`src/rtl/leaf_stage_sequencer.sv`:
```
// leaf_stage_sequencer: launches each unmasked child in index order with a
// one-cycle go pulse and waits for that child's done before moving on.
// Optional per-child timeout (counter, err, err_idx) is compiled in when
// SEQ_TIMEOUT_EN is defined; without it err/err_idx are tied low and WAIT
// exits only on child_done.
module leaf_stage_sequencer #(
  parameter int NUM_CHILDREN = 15,
  parameter int TIMER_W      = 8
) (
  input  logic                                   clk,
  input  logic                                   rst_n,
  input  logic                                   start,
  input  logic [NUM_CHILDREN-1:0]                child_mask,
  input  logic [TIMER_W-1:0]                     timeout_cycles,
  output logic [NUM_CHILDREN-1:0]                child_go,
  input  logic [NUM_CHILDREN-1:0]                child_done,
  output logic                                   busy,
  output logic                                   done,
  output logic [$clog2(NUM_CHILDREN+1)-1:0]      cur_idx,
  output logic                                   err,
  output logic [$clog2(NUM_CHILDREN+1)-1:0]      err_idx
);

  localparam int IDX_W = $clog2(NUM_CHILDREN + 1);
  // The index register can hold NUM_CHILDREN itself, so per-child vectors are
  // padded to the full index range to keep every dynamic select in bounds.
  localparam int PAD_W = (1 << IDX_W) - NUM_CHILDREN;

  typedef enum logic [2:0] {
    S_IDLE,
    S_CHECK,
    S_LAUNCH,
    S_WAIT,
    S_DONE
  } state_t;

  state_t                  r_state, w_state_next;
  logic [IDX_W-1:0]        r_idx, w_idx_next;
  logic [NUM_CHILDREN-1:0] r_mask, w_mask_next;

  logic [(1<<IDX_W)-1:0]   w_mask_ext;
  logic [(1<<IDX_W)-1:0]   w_done_ext;
  logic [IDX_W-1:0]        w_idx_inc;
  logic                    w_idx_end;

  assign w_mask_ext = {{PAD_W{1'b1}}, r_mask};
  assign w_done_ext = {{PAD_W{1'b0}}, child_done};
  assign w_idx_inc  = r_idx + 1'b1;
  assign w_idx_end  = (r_idx == IDX_W'(NUM_CHILDREN));

`ifdef SEQ_TIMEOUT_EN
  logic [TIMER_W-1:0]      r_timer, w_timer_next;
  logic [TIMER_W-1:0]      r_limit, w_limit_next;
  logic                    r_err, w_err_next;
  logic [IDX_W-1:0]        r_err_idx, w_err_idx_next;
  logic                    w_expired;

  assign w_expired = (r_limit != '0) && (r_timer == r_limit - 1'b1);
`else
  // Timeout limit has no consumer in this build.
  logic w_unused_timeout;
  assign w_unused_timeout = ^timeout_cycles;
`endif

  // Next-state and datapath update; child_done takes priority over expiry.
  always_comb begin
    w_state_next = r_state;
    w_idx_next   = r_idx;
    w_mask_next  = r_mask;
`ifdef SEQ_TIMEOUT_EN
    w_timer_next   = r_timer;
    w_limit_next   = r_limit;
    w_err_next     = r_err;
    w_err_idx_next = r_err_idx;
`endif
    case (r_state)
      S_IDLE: begin
        if (start) begin
          w_state_next = S_CHECK;
          w_mask_next  = child_mask;
          w_idx_next   = '0;
`ifdef SEQ_TIMEOUT_EN
          w_limit_next = timeout_cycles;
          w_err_next   = 1'b0;
`endif
        end
      end
      S_CHECK: begin
        if (w_idx_end) begin
          w_state_next = S_DONE;
        end else if (w_mask_ext[r_idx]) begin
          w_idx_next = w_idx_inc;
        end else begin
          w_state_next = S_LAUNCH;
        end
      end
      S_LAUNCH: begin
`ifdef SEQ_TIMEOUT_EN
        w_timer_next = '0;
`endif
        w_state_next = S_WAIT;
      end
      S_WAIT: begin
        if (w_done_ext[r_idx]) begin
          w_idx_next   = w_idx_inc;
          w_state_next = S_CHECK;
        end
`ifdef SEQ_TIMEOUT_EN
        else if (w_expired) begin
          w_err_next     = 1'b1;
          w_err_idx_next = r_idx;
          w_idx_next     = w_idx_inc;
          w_state_next   = S_CHECK;
        end else begin
          w_timer_next = r_timer + 1'b1;
        end
`endif
      end
      S_DONE: begin
        w_state_next = S_IDLE;
      end
      default: begin
        w_state_next = S_IDLE;
      end
    endcase
  end

  // State and datapath registers; reset aborts any sequence in progress.
  always_ff @(posedge clk or negedge rst_n) begin
    if (!rst_n) begin
      r_state <= S_IDLE;
      r_idx   <= '0;
      r_mask  <= '0;
`ifdef SEQ_TIMEOUT_EN
      r_timer   <= '0;
      r_limit   <= '0;
      r_err     <= 1'b0;
      r_err_idx <= '0;
`endif
    end else begin
      r_state <= w_state_next;
      r_idx   <= w_idx_next;
      r_mask  <= w_mask_next;
`ifdef SEQ_TIMEOUT_EN
      r_timer   <= w_timer_next;
      r_limit   <= w_limit_next;
      r_err     <= w_err_next;
      r_err_idx <= w_err_idx_next;
`endif
    end
  end

  // Go pulses are decoded from registered state and index only.
  generate
    for (genvar gi = 0; gi < NUM_CHILDREN; gi++) begin : g_go
      assign child_go[gi] = (r_state == S_LAUNCH) && (r_idx == IDX_W'(gi));
    end
  endgenerate

  assign busy    = (r_state != S_IDLE);
  assign done    = (r_state == S_DONE);
  assign cur_idx = r_idx;

`ifdef SEQ_TIMEOUT_EN
  assign err     = r_err;
  assign err_idx = r_err_idx;
`else
  assign err     = 1'b0;
  assign err_idx = '0;
`endif

endmodule
```
`config.mk`:
```
export PLATFORM = sky130hd
export DESIGN_NAME = leaf_stage_sequencer
export DESIGN_NICKNAME = d
export VERILOG_FILES = /design/src/rtl/leaf_stage_sequencer.sv
export SDC_FILE = /design/constraint.sdc
export NUM_CORES = 1
export LEC_CHECK = 0
export CORE_ASPECT_RATIO = 1.2
export CORE_UTILIZATION = 65
export DETAILED_ROUTE_END_ITERATION = 16
export DONT_BUFFER_PORTS = 1
export GPL_ROUTABILITY_DRIVEN = 0
export GPL_TIMING_DRIVEN = 0
export PLACE_DENSITY = 0.81
export SLEW_MARGIN = 20
export SYNTH_ARGS = -nofsm -noshare
export SYNTH_HDL_FRONTEND = slang
export SYNTH_SLANG_ARGS = --single-unit
```
`constraint.sdc`:
```
create_clock -name clk -period 5.9 [get_ports clk]
set_input_delay 0.59 -clock clk [delete_from_list [all_inputs] [get_ports clk]]
set_output_delay 0.59 -clock clk [all_outputs]
set_load 0.02 [all_outputs]
```
==> results.tsv <==
stage	metric	value	unit
final_layout	layout.cell_area.non_filler	1607	um^2
setup_path	timing.critical_path.slowest_cell_delay	650	ps
floorplan	core_area	2117	um^2
clocking	cts_max_path_buffers	2	
run_status	run_status	finished, final reports clean	
setup_path	critical_path.startpoint_type	flop	
clocking	tritoncts.num_buffers	3	
routing	routed-via-count	1108	
setup_path	critical_path.endpoint_type	output pin	
synth	synth-warning-count	0	
synth	synth_cells	142	
routing	route.antenna.remaining_nets	0	
synth	synth.yosys.seq_area_share	36.39	%
setup_path	max_fo_critical_path	6	
floorplan	num_rows	18	
setup_path	timing.critical_path.cells	ha_1, inv_1, or3_1, nor3_1	
timing	finalSetupViolCount	0	
power_and_ir_drop	ir_drop	0.0003932	V
global_route	grt_max_degree	23	
setup_path	critical_path_class	reg -> out	
synth	post_synth.cell_area_avg	10.65	um^2
clocking	cts-hold-fix-buffers	1	
timing	post-route-period-util	48.15	%
timing	clock-skew-final	0.8158	ps
clocking	clk_pin_slew_worst_paths	120	ps
timing	final-max-slew-violation-count	0	
clocking	clock_sinks	22	
timing	final-hold-violation-count	0	
final_layout	final_layout_size_suffix_gt1_share	17.88	%
setup_path	cpMaxStageDelayCell	sky130_fd_sc_hd__dfrtp_1	
routing	wl_per_cell	16.10	um
clocking	cts_root_buf	sky130_fd_sc_hd__clkbuf_4	
global_route	grt_pass1_vias	1023	
final_layout	layout.filler_cells	165	
timing	max_slew_margin	56.72	%
timing	worst-slew-pin-transition	644.3	ps
global_route	number_of_antenna_violations_at_the_first_check_in_global_routing	0	
floorplan	design.portCount	67	
place	io_buffer_count	0	
synth	synth-edff-count	0	
clocking	cts_tree	built	
routing	detail_route.iter0.violations	30	
floorplan	chipWidth	46.04	um
routing	drtPass1Iterations	4	
routing	drc	0	
synth	synth_ff_type	sky130_fd_sc_hd__dfrtp_1	
clocking	clock_insertion_delay_worst_skew	310	ps
timing	grt_setup_unrepaired	no	
synth	synthTopCellsByArea	sky130_fd_sc_hd__dfrtp_1 36%, sky130_fd_sc_hd__mux2_1 13%, sky130_fd_sc_hd__nor2_1 4.5%	
power_and_ir_drop	p_leak	0.6915	nW
synth	synth.top_cell.area_share	36.39	%
synth	ys_types	42	
timing	period_minus_slack	2841	ps
clocking	post-cts-setup-buffers	0	
final_layout	areaGrowthSynthToFinish	6.203	%
final_layout	antenna-diode-count	0	
synth	netlist.top_cell.by_area	sky130_fd_sc_hd__dfrtp_1	
power_and_ir_drop	cellPowerDensity	520.4	nW/um^2
global_route	grt_pass1_wl	4.422	mm
floorplan	die-height	54.85	um
final_layout	fin_nets	197	
setup_path	cp.required	5310	ps
floorplan	start_util	71.45	%
place	dpl-instance-area	1565	um^2
routing	routed_wirelength	2.914	mm
min_path	min_path_type	in -> async	
clocking	cts_resized	0	
global_route	grt.overflow.total	0	
synth	synth_cell_area	1513	um^2
clocking	cts_max_level	1	
synth	synthesis_stage_register_bit_count	22	
synth	postSynth.asyncResetShare	100.0	%
global_route	grt_use_total	25.03	%
timing	max_freq	352.0	MHz
setup_path	critPathArrivalTime	2250	ps
routing	viasPerCell	6.122	
place	hpwlAfterDp	2.246	mm
timing	finalSetupTns	0	ps
job	drv_cap	0	
floorplan	floorplan.die_area	2525	um^2
==> flip-flops by register name (all words and copies together), names as in the netlist <==
| register | cells |
|---|---|
| r_mask | 15 |
| r_state | 3 |
| cur_idx | 4 |
==> cell usage in the layout, fill, tap and decap left out, types with 3 or more instances in the layout <==
cell type,netlist,layout
sky130_fd_sc_hd__buf_6,4,4
sky130_fd_sc_hd__nand3_1,4,4
sky130_fd_sc_hd__clkbuf_4,0,3
sky130_fd_sc_hd__dfrtp_1,22,22
sky130_fd_sc_hd__nand2b_1,6,6
sky130_fd_sc_hd__mux2i_1,5,5
sky130_fd_sc_hd__ha_1,4,4
sky130_fd_sc_hd__nand2_1,3,3
sky130_fd_sc_hd__inv_1,5,5
sky130_fd_sc_hd__mux2_1,18,18
sky130_fd_sc_hd__nor2b_1,4,4
sky130_fd_sc_hd__conb_1,1,5
sky130_fd_sc_hd__nor3_1,7,7
sky130_fd_sc_hd__nor2_1,18,18
sky130_fd_sc_hd__buf_4,5,5
==> metal layers <==
metal  part of all wire [%]  up-vias  track usage (%)
met5                      0        -                0
met4                    1.0        0            11.27
met3                    6.2        4            3.630
met2                     53       46            46.48
met1                     40      538            27.51
li1                       -      520                -
==> worst max-delay path: cells and delay by family, from the launching register on <==
family                   cells  cell delay [ps]
AND/OR/NAND/NOR              2              910
flip-flops                   1              650
adder cells (fa/ha/maj)      1              300
buffers and inverters        1               90
==> final cells by class <==
type | instances | area (um^2) | area share, %
sequential | 22 | 550.5 | 34.27
buffer | 13 | 110.1 | 6.854
tap | 30 | 37.54 | 2.336
clock buffer | 4 | 36.28 | 2.259
timing repair buffer | 1 | 5.005 | 0.3115
multi-input combinational | 105 | 844.6 | 52.57
inverter | 6 | 22.52 | 1.402
==> power by group <==
part / leakage (nW) / total [W] / internal, W / switching (W)
combinational: 0.403 / 0.000459 / 0.000234 / 0.000224
clock: 0.0210 / 0.0000826 / 0.0000377 / 0.0000449
sequential: 0.267 / 0.000295 / 0.000222 / 0.0000732
==> through the flow <==
| stage | hold slack, ps | utilization [%] | cells | total power (W) | setup slack (ps) |
|---|---|---|---|---|---|
| after floorplan | 294.4 | - | 146 | 0.0006668 | 3504 |
| after global placement | 294.8 | 73.94 | 176 | 0.0007327 | 3362 |
| after detailed placement | 294.9 | 73.94 | 176 | 0.0007528 | 3336 |
| after CTS | 402.6 | 76.12 | 181 | 0.0008386 | 3050 |
| after global routing | 249.9 | 75.89 | 181 | 0.0008960 | 2977 |
| final | 226.0 | 75.89 | 181 | 0.0008361 | 3059 |
==> cells in the mapped netlist, drive strengths merged, types with 2 or more instances <==
cell      n
nand2     3
ha        4
a22o      2
clkbuf    2
dfrtp    22
nand3     4
o2111ai   2
nor2     18
inv       5
buf      11
a211oi    2
mux2     20
mux4      3
and3      2
nand2b    6
o221ai    2
nor3      8
mux2i     5
nor2b     4
or3       2
==> kinds of logic (layout without fill, tap and decap cells) <==
logic type | count (synthesis) | in the layout | share of synthesized area (%)
buffers and inverters | 19 | 24 | 8.767
flip-flops | 22 | 22 | 36.39
other | 1 | 5 | 0.2479
AND/OR/NAND/NOR | 54 | 54 | 20.68
AO/OA/AOI/OAI | 14 | 14 | 7.196
adder cells (fa/ha/maj) | 4 | 4 | 3.309
multiplexers | 28 | 28 | 23.41
==> path summary, 6_finish.rpt <==
| check | to | start | slack [ps] | cells past startpoint |
|---|---|---|---|---|
| max | child_go[3] | cur_idx[0]$_DFFE_PN0P_ | 3060 | 4 |
| min | cur_idx[3]$_DFFE_PN0P_ | rst_n | 230 | 1 |
| max reg2reg | cur_idx[0]$_DFFE_PN0P_ | cur_idx[0]$_DFFE_PN0P_ | 3310 | 6 |
| min reg2reg | r_mask[3]$_DFFE_PN0P_ | r_mask[3]$_DFFE_PN0P_ | 490 | 1 |
| max in group asynchronous | r_mask[2]$_DFFE_PN0P_ | rst_n | 5340 | 1 |
| min in group clk | r_mask[13]$_DFFE_PN0P_ | child_mask[13] | 410 | 1 |
No activity file was read; power rests on OpenSTA's default activity.
